===== config.mk =====
export PLATFORM = sky130hd
export DESIGN_NAME = fifo_rd_stream
export DESIGN_NICKNAME = d
export VERILOG_FILES = /design/src/rtl/fifo_rd_stream.sv
export SDC_FILE = /design/constraint.sdc
export NUM_CORES = 1
export LEC_CHECK = 0
export CORE_ASPECT_RATIO = 1.75
export CORE_MARGIN = 3
export CORE_UTILIZATION = 48
export CTS_CLUSTER_DIAMETER = 100
export DETAILED_ROUTE_END_ITERATION = 12
export PLACE_DENSITY = 0.78
export SYNTH_ARGS = -nofsm -noshare
export SYNTH_HDL_FRONTEND = slang
export SYNTH_SLANG_ARGS = --single-unit

===== constraint.sdc =====
create_clock -name clk -period 2.6 [get_ports clk]
set_input_delay 0.65 -clock clk [delete_from_list [all_inputs] [get_ports clk]]
set_output_delay 0.65 -clock clk [all_outputs]
set_load 0.005 [all_outputs]

===== src/rtl/fifo_rd_stream.sv =====
// fifo_rd_stream: pulls words out of an upstream FIFO with a fixed 1-cycle read
// latency and replays them as a valid/ready stream through a 2-entry skid buffer.
// Reads are credit-gated so a returning word always finds a free slot.
module fifo_rd_stream #(
    parameter int DATA_WIDTH = 8,
    parameter int BUF_DEPTH  = 2,
    parameter int CNT_WIDTH  = 16
) (
    input  logic                  clk,
    input  logic                  rst,
    input  logic                  f_empty,
    output logic                  f_ren,
    input  logic                  f_rvalid,
    input  logic [DATA_WIDTH-1:0] f_rdata,
    output logic                  m_valid,
    input  logic                  m_ready,
    output logic [DATA_WIDTH-1:0] m_data,
    output logic [CNT_WIDTH-1:0]  beat_cnt,
    output logic [1:0]            occupancy
);
    localparam logic [2:0] DEPTH_CREDITS = 3'(BUF_DEPTH);

    logic [1:0][DATA_WIDTH-1:0] mem_q, mem_d;
    logic                       wr_ptr_q, wr_ptr_d;
    logic                       rd_ptr_q, rd_ptr_d;
    logic [1:0]                 occ_q, occ_d;
    logic                       inflight_q, inflight_d;
    logic                       armed_q, armed_d;
    logic [CNT_WIDTH-1:0]       cnt_q, cnt_d;
    logic                       err_unexp_q, err_unexp_d;
    logic                       err_unexp;
    logic                       push, pop;
    logic [2:0]                 credit_used;

    // Stream side is decoded straight from registers, never from f_rdata.
    assign m_valid   = (occ_q != 2'd0);
    assign m_data    = mem_q[rd_ptr_q];
    assign occupancy = occ_q;
    assign beat_cnt  = cnt_q;
    // Sticky flag: a read-data beat showed up with no read outstanding.
    assign err_unexp = err_unexp_q;

    // Issue a read only if the buffer can absorb everything already committed.
    // armed_q keeps f_ren low until the first edge after reset is released.
    always_comb begin
        pop         = m_valid & m_ready;
        push        = f_rvalid & inflight_q;
        credit_used = {1'b0, occ_q} + {2'b0, inflight_q} - {2'b0, pop};
        f_ren       = armed_q & ~f_empty & (credit_used < DEPTH_CREDITS);
    end

    // Next-state: buffer write/read pointers, occupancy, counters and flags.
    always_comb begin
        mem_d       = mem_q;
        wr_ptr_d    = wr_ptr_q;
        rd_ptr_d    = rd_ptr_q;
        occ_d       = occ_q;
        cnt_d       = cnt_q;
        armed_d     = 1'b1;
        // Read latency is exactly one cycle, so the next outstanding state is this f_ren.
        inflight_d  = f_ren;
        // Suppressed during the armed_q=0 cycle so a stale return right after reset is quiet.
        err_unexp_d = err_unexp | (f_rvalid & ~inflight_q & armed_q);
        if (push) begin
            mem_d[wr_ptr_q] = f_rdata;
            wr_ptr_d        = ~wr_ptr_q;
        end
        if (pop) begin
            rd_ptr_d = ~rd_ptr_q;
            cnt_d    = cnt_q + CNT_WIDTH'(1);
        end
        occ_d = occ_q + {1'b0, push} - {1'b0, pop};
    end

    // State registers; reset drops buffered and in-flight data.
    always_ff @(posedge clk or posedge rst) begin
        if (rst) begin
            mem_q       <= '0;
            wr_ptr_q    <= 1'b0;
            rd_ptr_q    <= 1'b0;
            occ_q       <= 2'd0;
            inflight_q  <= 1'b0;
            armed_q     <= 1'b0;
            cnt_q       <= '0;
            err_unexp_q <= 1'b0;
        end else begin
            mem_q       <= mem_d;
            wr_ptr_q    <= wr_ptr_d;
            rd_ptr_q    <= rd_ptr_d;
            occ_q       <= occ_d;
            inflight_q  <= inflight_d;
            armed_q     <= armed_d;
            cnt_q       <= cnt_d;
            err_unexp_q <= err_unexp_d;
        end
    end
endmodule

# Word-level counts from Yosys, hierarchy flattened
# Cells that the tools add are included.
[classes]
n_addsub = 5
n_lt_le_gt_ge = 4
mux = 5
n_bitwise = 7
n_reduce_logical = 2
[ops]
columns = ["operator", "n"]
rows = [
  ["$mux W8", 3],
  ["$add A16 B1 Y16 const B", 1],
  ["$bwmux W16", 1],
  ["$demux W8 S1", 1],
  ["$and A1 B1 Y1", 4],
  ["$lt A1 B2 Y1 const B", 2],
  ["$add A2 B1 Y3", 1],
  ["$lt A3 B2 Y1 const B", 1],
  ["$not A1 Y1", 3],
  ["$sub A3 B1 Y3", 1],
  ["$add A2 B1 Y2", 1],
  ["$reduce_bool A2 Y1", 1],
  ["$sub A2 B1 Y2", 1],
  ["$ge A1 B1 Y1 const B", 1],
  ["$logic_and A1 B1 Y1", 1],
]
[word_totals]
ff_bits = 38
word_cells = 31

# Longest topological paths before layout
[logic_depth]
word_depth = 5
mapped_depth = 7

# Least setup slack after synthesis
# OpenSTA, ideal clock, no wires.
[synth_path]
kind = "register -> output"
start = "reg occ_q[1] (netlist: occupancy[1])"
end = "out f_ren"
t_arrival_ns = 1.817
path_slack_ns = 0.133
path_stages_with_launch = 7
path_cell_list = "dfrtp_1 -> or2_2 -> nand2_1 -> nor2_1 -> fa_1 -> xor2_1 -> nor3_1"
[synth_via]
elab_chain_len = 5
word_cells_on_any_way = 6
classes_between = "2 x add/sub; 1 x order compare; 2 x bitwise; 1 x reduce/logical"
[synth_rtl]
columns = ["item", "line", "text"]
rows = [
  ["from (decl)", "26", "logic [1:0] occ_q, occ_d;"],
  ["from (signal assigned)", "81", "occ_q <= 2'd0;"],
  ["from (signal assigned)", "90", "occ_q <= occ_d;"],
  ["$reduce_bool A2 Y1", "36", "assign m_valid = (occ_q != 2'd0);"],
  ["via m_valid", "15", "output logic m_valid,"],
  ["$and A1 B1 Y1", "46", "pop = m_valid & m_ready;"],
  ["$sub A3 B1 Y3", "48", "credit_used = {1'b0, occ_q} + {2'b0, inflight_q} - {2'b0, pop};"],
  ["$lt A3 B2 Y1", "49", "f_ren = armed_q & ~f_empty & (credit_used < DEPTH_CREDITS);"],
  ["$and A1 B1 Y1", "49", ""],
  ["to (decl)", "12", "output logic f_ren,"],
]
# The timed path passes the listed nets, and every way through them passes these cells.

# Final worst setup path
[layout_path]
start = "reg occ_q[0] (netlist: occupancy[0])"
end = "out f_ren"
[layout_via]
elab_chain_len = 5
word_cells_on_any_way = 6
classes_between = "2 x add/sub; 1 x order compare; 2 x bitwise; 1 x reduce/logical"
[layout_rtl]
columns = ["item", "line"]
rows = [
  ["parallel branches: the longest is 2 deep, another holds $add A2 B1 Y3", "-"],
  ["$sub A3 B1 Y3 (*)", "48"],
  ["$lt A3 B2 Y1 (*)", "49"],
  ["$and A1 B1 Y1 (*)", "49"],
]
# Mark *: on every way between the ends.

==> key figures <==
Synth
  • FF+latch count, synth: 38
  • Top post-synthesis cells by area: dfrtp_1, mux2_2, xnor2_1
  • Area leader, netlist: dfrtp_1
  • Ys Warns: 0
  • Prevailing post-synth register cell: dfrtp_1
  • Top-area cell type share of the netlist area: a little under three fifths
  • Post-synthesis cell type count: 23
  • Number of enable flip-flop cells after synthesis: 0
  • Syn Nets: between 100 and 150
  • Seq/Total Area, Yosys: between 50% and 60%
  • Synthesized cell area: between 1500 and 2000 um^2
  • Mean Syn Cell Area: ~13 um^2
  • Cells after synthesis: approximately 130
  • Fraction of registers with async set/reset: 100%

Clock tree
  • Num CTS Buffers: 5
  • CTS Hold Bufs: 0
  • CTS tree: yes
  • Clk_lat worst skew: just under 0.3 ns
  • # clock sinks: 38
  • CTS H-tree depth: 2
  • Clock transition at the registers of the reported paths: approximately 0.07 ns
  • CTS max path bufs: 2
  • Clk Tree Root Cell: clkbuf_8

Power
  • Peak VDD IR: ~630 uV
  • Leakage: roughly 0.0011 uW
  • Power per cell area: between 1000 and 1500 nW/um^2

STA
  • Max Freq: 386 MHz
  • Slew Viols, Final: 0
  • Post-route minimum period: approximately 2.6 ns
  • RSZ-0062 raised after global routing: true
  • Final period util: between 90% and 100%
  • Setup-failing EPs final: 0
  • WHS: slightly below 0.5 ns
  • Final Skew: between 0.005 and 0.006 ns
  • Hold Vio Cnt, Final: 0

Flow run
  • Max-capacitance violation count: 0

Die
  • Die area: about 4300 um^2
  • Die Y: about 85 um
  • Core ar.: 3400 um^2
  • FP Rows: 28
  • Die Wd: 50.9 um
  • IO Count: 41
  • Initial core utilization: 49.9%

Worst setup path
  • Worst Reg-to-Reg Cells: 12
  • Critical path arrival: just under 2 ns
  • Cell family with most CP delay: simple AND/OR/NAND/NOR gates
  • Worst-path fanout max: 2
  • Setup Crit Path Kind: register to output pin
  • Crit path buf inv count: 1
  • CP endpoint kind: output pin
  • CP required: slightly below 2 ns
  • R2r endpoint: inflight_q$_DFF_PP0_
  • CP startpoint kind: register
  • Critical path's largest stage delay: between 0.4 and 0.5 ns
  • Crit path max-delay cell type: fa_1
  • Critical R2R Launch: occupancy[0]$_DFF_PP0_
  • R2R Setup Slk: 0.42 ns
  • Cell Chain, Critical Path: or2_4 > nand2_2 > nor2_1 > fa_1 > nand2_1 > nor3_2 > buf_2

Hold path
  • Hold Path Stages: 1
  • Worst min-delay path startpoint: beat_cnt[15]$_DFFE_PP0P_
  • Hold Path End: beat_cnt[15]$_DFFE_PP0P_
  • Hold/Removal Path Class: register to register

Placed design
  • Cell Area, Placed: between 2000 and 2500 um^2
  • # port buffers: 40
  • Post-DP HPWL: between 2000 and 3000 um
  • Final RePlAce weighted congestion: ~0.73

Outcome
  • Outcome: completed

Drt
  • First-pass DRT Iterations: 2
  • DRC violations left: 0
  • Vias per inst: between 5 and 6
  • DRT antenna net count: 0
  • Vias post-DR: ~1200
  • Post-Route WL: around 3500 um
  • Post-DR wirelength/cell: between 10 and 15 um
  • DR iter-0 viols: 15

Global route
  • Vias in the first global route: between 1000 and 1500
  • Global route overflow: 0
  • First-pass GRT wire length: ~5900 um
  • Initial antenna violation count: 0
  • GRT Util Overall: between 10% and 20%
  • Largest net degree at the start of global routing: 39

Finish
  • # fillers: 249
  • ANT cells: 0
  • Share of cells above drive strength 1: 28.6%
  • P&R area growth vs syn: 39.1%
  • Most frequent cells in the layout: dfrtp_1, clkdlybuf4s50_1, mux2_2
  • Design area: approximately 2400 um^2
  • Layout Nets: between 200 and 250
## cell usage after synthesis (2+ instances only)
cell type and n:
inv_1 3, mux2_2 24, xor2_1 7, nand2_1 15, nor2_1 3, nand4_1 4
and3_1 6, dfrtp_1 38, ha_1 2, xnor2_1 13, nand3_1 6
## metrics by stage
step / power (uW) / setup slack (ns) / std cells / utilization (%) / setup TNS, ns
5_1_grt: 2540 / -0.0867 / 237 / 69.4 / -0.0867
4_1_cts: 2370 / 0.00673 / 234 / 68.2 / 0
3_3_place_gp: 1870 / -0.692 / 223 / 64.7 / -0.692
3_5_place_dp: 1920 / -0.790 / 223 / 64.7 / -0.790
6_report: 2380 / 0.0101 / 237 / 69.4 / 0
2_1_floorplan: 1420 / 0.133 / 133 / - / 0
## metal layers
metal | global-route usage, % | vias up | share of wire (%)
met2 | 31.7 | 35 | 54
met1 | 19.8 | 604 | 39
met4 | 7.35 | 0 | 1.6
met3 | 5.33 | 7 | 5.5
li1 | - | 565 | -
met5 | 0 | - | 0
## final cells by class
| cell class | count | area [um^2] | share of cell area (%) |
|---|---|---|---|
| sequential | 38 | 951 | 40.3 |
| multi-input combinational | 90 | 746 | 31.6 |
| timing repair buffer | 55 | 513 | 21.7 |
| clock buffer | 6 | 82.6 | 3.50 |
| tap | 45 | 56.3 | 2.39 |
| inverter | 3 | 11.3 | 0.477 |
## power by group
part	switching [uW]	total [uW]	internal [uW]
registers	159	956	797
clock network	190	394	204
logic	354	1030	677
total	703	2380	1680
## flip-flops by register name, indices dropped and copies added (netlist names)
| register | flops |
|---|---|
| mem_q | 16 |
| occupancy | 2 |
| armed_q | 1 |
| rd_ptr_q | 1 |
| inflight_q | 1 |
| beat_cnt | 16 |
| wr_ptr_q | 1 |
## what timing repair did
item,in CTS,in global routing
resized for setup,11,5
endpoints found under the setup margin,1,1
buffers inserted,5,3
pin swaps,5,6
## cell families after synthesis
| family | Yosys count | synth area share, % |
|---|---|---|
| AOI/OAI and AO/OA | 1 | 0.737 |
| and+or+nand+nor | 41 | 12.9 |
| muxes | 24 | 15.9 |
| DFF | 38 | 56.0 |
| xor gates and xnor gates | 20 | 10.3 |
| other | 1 | 0.221 |
| buffers and inverters | 5 | 1.18 |
| adders and majority gates | 3 | 2.65 |
## worst max path at each step
stage / to / startpoint / cells after the start
floorplan: f_ren / occupancy[1]$_DFF_PP0_ / 6
global placement: f_ren / m_ready / 7
detailed placement: f_ren / m_ready / 7
CTS: f_ren / occupancy[1]$_DFF_PP0_ / 7
global route: f_ren / occupancy[0]$_DFF_PP0_ / 7
finish: f_ren / occupancy[0]$_DFF_PP0_ / 7
Power figures use the tool's default switching activity.
